`src/rtl/color_conv_ctrl.sv`:
```
// Job controller feeding the RGB-to-YCbCr core and buffering results in a 2-entry FIFO.
// Optional COLOR_CONV_CTRL_INREG_EN registers the core input and adds an in-flight stage.
module color_conv_ctrl #(
    parameter int CNT_W = 16
) (
    input  logic             clk_i,
    input  logic             rst_ni,
    input  logic             start_i,
    input  logic             clear_i,
    input  logic [CNT_W-1:0] len_i,
    output logic             busy_o,
    output logic             done_o,
    output logic [CNT_W-1:0] pix_cnt_o,
    input  logic             in_valid_i,
    output logic             in_ready_o,
    input  logic [23:0]      in_data_i,
    output logic [23:0]      conv_rgb_o,
    input  logic [23:0]      conv_ycbcr_i,
    output logic             out_valid_o,
    input  logic             out_ready_i,
    output logic [23:0]      out_data_o,
    output logic             out_last_o,
    output logic [1:0]       dbg_state_o
);

    // Both stream ports: a beat transfers on a rising edge where valid && ready;
    // valid never waits for ready, and out_data_o is held while valid && !ready.

    typedef enum logic [1:0] {
        S_IDLE  = 2'd0,
        S_RUN   = 2'd1,
        S_DRAIN = 2'd2,
        S_DONE  = 2'd3
    } state_t;

    state_t           r_state;
    state_t           w_state_nxt;

    logic [CNT_W-1:0] r_len;
    logic [CNT_W-1:0] r_acc_cnt;
    logic [CNT_W-1:0] r_pix_cnt;

    logic [23:0]      r_mem [2];
    logic             r_wr_ptr;
    logic             r_rd_ptr;
    logic [1:0]       r_occ;

    logic             w_inflight;
    logic             w_push;
    logic             w_pop;
    logic             w_accept;
    logic             w_start;
    logic             w_acc_last;
    logic             w_drain_empty;
    logic [1:0]       w_load;
    logic             w_run;

    assign w_run    = (r_state == S_RUN);
    assign w_load   = r_occ + {1'b0, w_inflight};
    assign w_accept = in_valid_i && in_ready_o;
    assign w_pop    = out_valid_o && out_ready_i && !clear_i;
    assign w_start  = (r_state == S_IDLE) && start_i && !clear_i;

`ifdef COLOR_CONV_CTRL_INREG_EN
    logic        r_inflight;
    logic [23:0] r_rgb;

    always_ff @(posedge clk_i or negedge rst_ni) begin
        if (!rst_ni) begin
            r_inflight <= 1'b0;
            r_rgb      <= 24'd0;
        end else if (clear_i) begin
            r_inflight <= 1'b0;
        end else begin
            r_inflight <= w_accept;
            if (w_accept) begin
                r_rgb <= in_data_i;
            end
        end
    end

    assign w_inflight = r_inflight;
    assign conv_rgb_o = r_rgb;
    assign w_push     = r_inflight;
    // A pop this cycle frees a slot, which keeps 1 pixel/cycle with the extra stage.
    assign in_ready_o = w_run && ((w_load < 2'd2) || ((w_load == 2'd2) && w_pop));
`else
    assign w_inflight = 1'b0;
    assign conv_rgb_o = in_data_i;
    assign w_push     = w_accept;
    assign in_ready_o = w_run && (w_load < 2'd2);
`endif

    assign w_acc_last    = w_accept && ((r_acc_cnt + CNT_W'(1)) == r_len);
    // Look ahead by the current pop so done follows the final handshake by one cycle.
    assign w_drain_empty = !w_inflight && ((r_occ == 2'd0) || ((r_occ == 2'd1) && w_pop));

    always_ff @(posedge clk_i or negedge rst_ni) begin
        if (!rst_ni) begin
            r_state <= S_IDLE;
        end else begin
            r_state <= w_state_nxt;
        end
    end

    always_comb begin
        w_state_nxt = r_state;
        case (r_state)
            S_IDLE: begin
                if (start_i) begin
                    if (len_i != '0) begin
                        w_state_nxt = S_RUN;
                    end else begin
                        w_state_nxt = S_DONE;
                    end
                end
            end
            S_RUN: begin
                if (w_acc_last) begin
                    w_state_nxt = S_DRAIN;
                end
            end
            S_DRAIN: begin
                if (w_drain_empty) begin
                    w_state_nxt = S_DONE;
                end
            end
            S_DONE:  w_state_nxt = S_IDLE;
            default: w_state_nxt = S_IDLE;
        endcase
        if (clear_i) begin
            w_state_nxt = S_IDLE;
        end
    end

    always_ff @(posedge clk_i or negedge rst_ni) begin
        if (!rst_ni) begin
            r_len     <= '0;
            r_acc_cnt <= '0;
            r_pix_cnt <= '0;
        end else if (clear_i) begin
            r_acc_cnt <= '0;
            r_pix_cnt <= '0;
        end else if (w_start) begin
            r_len     <= len_i;
            r_acc_cnt <= '0;
            r_pix_cnt <= '0;
        end else begin
            if (w_accept) begin
                r_acc_cnt <= r_acc_cnt + CNT_W'(1);
            end
            if (w_pop) begin
                r_pix_cnt <= r_pix_cnt + CNT_W'(1);
            end
        end
    end

    // Push at full only ever coincides with a pop, which frees the slot being written.
    always_ff @(posedge clk_i or negedge rst_ni) begin
        if (!rst_ni) begin
            r_mem[0] <= 24'd0;
            r_mem[1] <= 24'd0;
            r_wr_ptr <= 1'b0;
            r_rd_ptr <= 1'b0;
            r_occ    <= 2'd0;
        end else if (clear_i) begin
            r_wr_ptr <= 1'b0;
            r_rd_ptr <= 1'b0;
            r_occ    <= 2'd0;
        end else begin
            if (w_push) begin
                r_mem[r_wr_ptr] <= conv_ycbcr_i;
                r_wr_ptr        <= ~r_wr_ptr;
            end
            if (w_pop) begin
                r_rd_ptr <= ~r_rd_ptr;
            end
            case ({w_push, w_pop})
                2'b10:   r_occ <= r_occ + 2'd1;
                2'b01:   r_occ <= r_occ - 2'd1;
                default: r_occ <= r_occ;
            endcase
        end
    end

    assign busy_o      = (r_state != S_IDLE);
    assign done_o      = (r_state == S_DONE);
    assign dbg_state_o = r_state;
    assign pix_cnt_o   = r_pix_cnt;
    assign out_valid_o = (r_occ != 2'd0);
    assign out_data_o  = r_mem[r_rd_ptr];
    assign out_last_o  = out_valid_o && (r_pix_cnt == (r_len - CNT_W'(1)));

endmodule
```
`config.mk`:
```
export PLATFORM = sky130hd
export DESIGN_NAME = color_conv_ctrl
export DESIGN_NICKNAME = d
export VERILOG_FILES = /design/src/rtl/color_conv_ctrl.sv
export SDC_FILE = /design/constraint.sdc
export NUM_CORES = 1
export LEC_CHECK = 0
export ABC_CLOCK_PERIOD_IN_PS = 4800
export BUFFER_PORTS_ARGS = -buffer_cell sky130_fd_sc_hd__buf_2
export CORE_UTILIZATION = 40
export CTS_BUF_LIST = sky130_fd_sc_hd__clkbuf_4 sky130_fd_sc_hd__clkbuf_8
export DETAILED_ROUTE_END_ITERATION = 16
export SYNTH_ARGS = -nofsm -noshare
export SYNTH_HDL_FRONTEND = slang
export SYNTH_SLANG_ARGS = --single-unit
export TNS_END_PERCENT = 10
```
`constraint.sdc`:
```
create_clock -name clk_i -period 4.8 [get_ports clk_i]
set_clock_uncertainty 0.1 [all_clocks]
set_input_delay 0.96 -clock clk_i [delete_from_list [all_inputs] [get_ports clk_i]]
set_output_delay 0.96 -clock clk_i [all_outputs]
set_load 0.05 [all_outputs]
```
==> flow_summary.json <==
{
  "status": "complete, no violations",
  "hold_viol": 0,
  "viasPerCell": 5.42,
  "finalNetCount": 701,
  "hp-class": "reg -> reg",
  "drt-total-wl_microns": 14000,
  "critPathMaxFanout": 9,
  "end_kind": "primary output",
  "pin_count": 141,
  "dp_hpwl_microns": 10300,
  "wl_per_cell_microns": 17.2,
  "power_density_nw_per_um2": 587,
  "cp.arrival_ns": 2.86,
  "fillers": 1379,
  "grt_max_degree": 72,
  "area_delta_synth_final_pct": 10.0,
  "cp.required_ns": 3.74,
  "p_total_uw": 3880,
  "tns_ns": 0,
  "ys_seq_area_share_pct": 42.5,
  "ys.flop_type": "dfrtp_1",
  "synth-edff-count": 0,
  "r2r_setup_slack_ns": 1.86,
  "route.vias.total": 4396,
  "grt_pass1_wl_microns": 23200,
  "synthTopCellsByCount": "102 x dfrtp_1, 89 x mux2_2, 43 x nor2_1",
  "cts_buffers": 9,
  "leakagePower_uw": 0.00293,
  "syn_area_per_cell_sq_um": 10.5,
  "synth-async-reset-ratio_pct": 100,
  "final-seq-area_sq_um": 2550,
  "pre_cts_slack_ns": 1.39,
  "fmaxAchievable_mhz": 255,
  "portBuffers": 92,
  "yosysTopAreaCell": "dfrtp_1",
  "drv_slew": 0,
  "relSlewSlack_pct": 23.2,
  "syn_area_sq_um": 6010,
  "fp.dieW_microns": 125,
  "yosys_warnings": 0,
  "ant_nets": 0,
  "synth_cell_types": 60,
  "synth.most_common_cell": "dfrtp_1",
  "crit_type": "reg -> out",
  "fin_crit_ns": 3.92,
  "dieHeight_microns": 125,
  "drt_iter0_drc": 200,
  "grt_use_total_pct": 18.7,
  "gp_congestion": 0.822,
  "core_sq_um": 14600,
  "insertion_delay_ns": 0.39,
  "drive_gt1_share_pct": 34.4,
  "cts_resized": 0,
  "root_buffer": "clkbuf_8",
  "clock_sinks": 102,
  "yosysTopAreaCellShare_pct": 42.5,
  "multiInputGateArea_sq_um": 3090,
  "finalSetupViolCount": 0,
  "grt_pass1_vias": 4529,
  "synthesis.nets": 650,
  "post_cts_buffers": 0,
  "first_pass_iters": 4,
  "antenna_found_initial": 1,
  "worst_pin_slew_ns": 1.15,
  "ys_top_cells_by_area": "dfrtp_1 43%, mux2_2 17%, xnor2_1 5.7%",
  "cts_tree": "yes",
  "period_share_pct": 81.7,
  "start_util_pct": 41.2,
  "diodes": 0,
  "setup_slack_ns": 0.879,
  "path_clk_slew_ns": 0.11,
  "cts_hold_buf": 0,
  "startpoint_type": "flop",
  "place_area_sq_um": 6420,
  "htree_num_levels": 3,
  "finish.instance_area_sq_um": 6610,
  "peakVddDrop_uv": 485,
  "drc": 0,
  "maxCapViolations": 0,
  "grt-ovfl-total": 0,
  "rows": 44,
  "dieArea_sq_um": 15500,
  "ys_ff_latch": 102,
  "ctsLongestPathBuffers": 2,
  "synth_cells": 571,
  "rsz0062_at_grt": "false"
}
==> critical path, stage by stage, from the launching register on <==
cell      delay [ns]
dfrtp_1         0.50
nor3_2          0.41
nand4b_1        0.34
o31ai_1         0.33
nand2_1         0.09
nor4_1          0.29
and3_1          0.23
buf_2           0.27
==> cells by family (layout without fill, tap and decap cells) <==
kind of cell,after synthesis,in the layout,share of synthesized area (%)
and+or+nand+nor,170,170,15.9
DFF,102,102,42.5
muxes,95,95,17.7
buffers and inverters,69,125,6.08
AOI/OAI and AO/OA,63,63,6.73
xor gates and xnor gates,63,63,9.19
adders and majority gates,9,9,1.88
==> final cells by class <==
class	count	area share, %
Multi-Input combinational cell	400	46.8
Inverter	13	0.738
Tap cell	184	3.48
Clock buffer	10	1.99
Timing Repair Buffer	96	7.46
Sequential cell	102	38.6
Clock inverter	6	0.909
==> stage by stage <==
| stage | hold WS [ns] | utilization (%) | cells |
|---|---|---|---|
| after global routing | 0.434 | 45.3 | 811 |
| after detailed placement | 0.392 | 44.0 | 795 |
| after CTS | 0.418 | 45.3 | 811 |
| after global placement | 0.381 | 44.0 | 795 |
| after floorplan | 0.374 | - | 571 |
| final | 0.415 | 45.3 | 811 |
==> cell usage in the layout (no fill, tap or decap), types with 13 or more instances in the layout <==
cell,n
a21oi_1,19
buf_2,91
dfrtp_1,102
inv_1,13
mux2_2,89
nand2_1,28
nor2_1,43
o21ai_0,16
xnor2_1,39
xor2_1,24
==> metal layers <==
metal  vias to the layer above  share of wire, %  track usage (%)
li1                       2077                 -                -
met3                        12               8.0             6.62
met1                      2160                44             23.3
met2                       147                47             30.3
met4                         0              0.75             5.39
met5                         -                 0                0
==> where the power goes <==
group,switching [uW],total (uW),internal (uW)
Clock,346,557,212
Combinational,1130,1870,745
Sequential,305,1450,1150
==> flip-flops by register name, summed over array words and instances, names as in the netlist <==
name,count
pix_cnt_o,16
dbg_state_o,2
r_wr_ptr,1
r_acc_cnt,16
r_rd_ptr,1
r_mem,48
r_len,16
r_occ,2
==> final timing paths <==
path,from,end,cells after the start
min,r_mem[22],r_mem[22],1
max,r_len[2],out_last_o,7
min in group asynchronous,rst_ni,pix_cnt_o[14],1
max reg2reg,r_acc_cnt[0],dbg_state_o[1],8
max in group asynchronous,rst_ni,dbg_state_o[1],2
min reg2reg,r_mem[22],r_mem[22],1
Note: power is estimated with default switching activity, not from simulation.
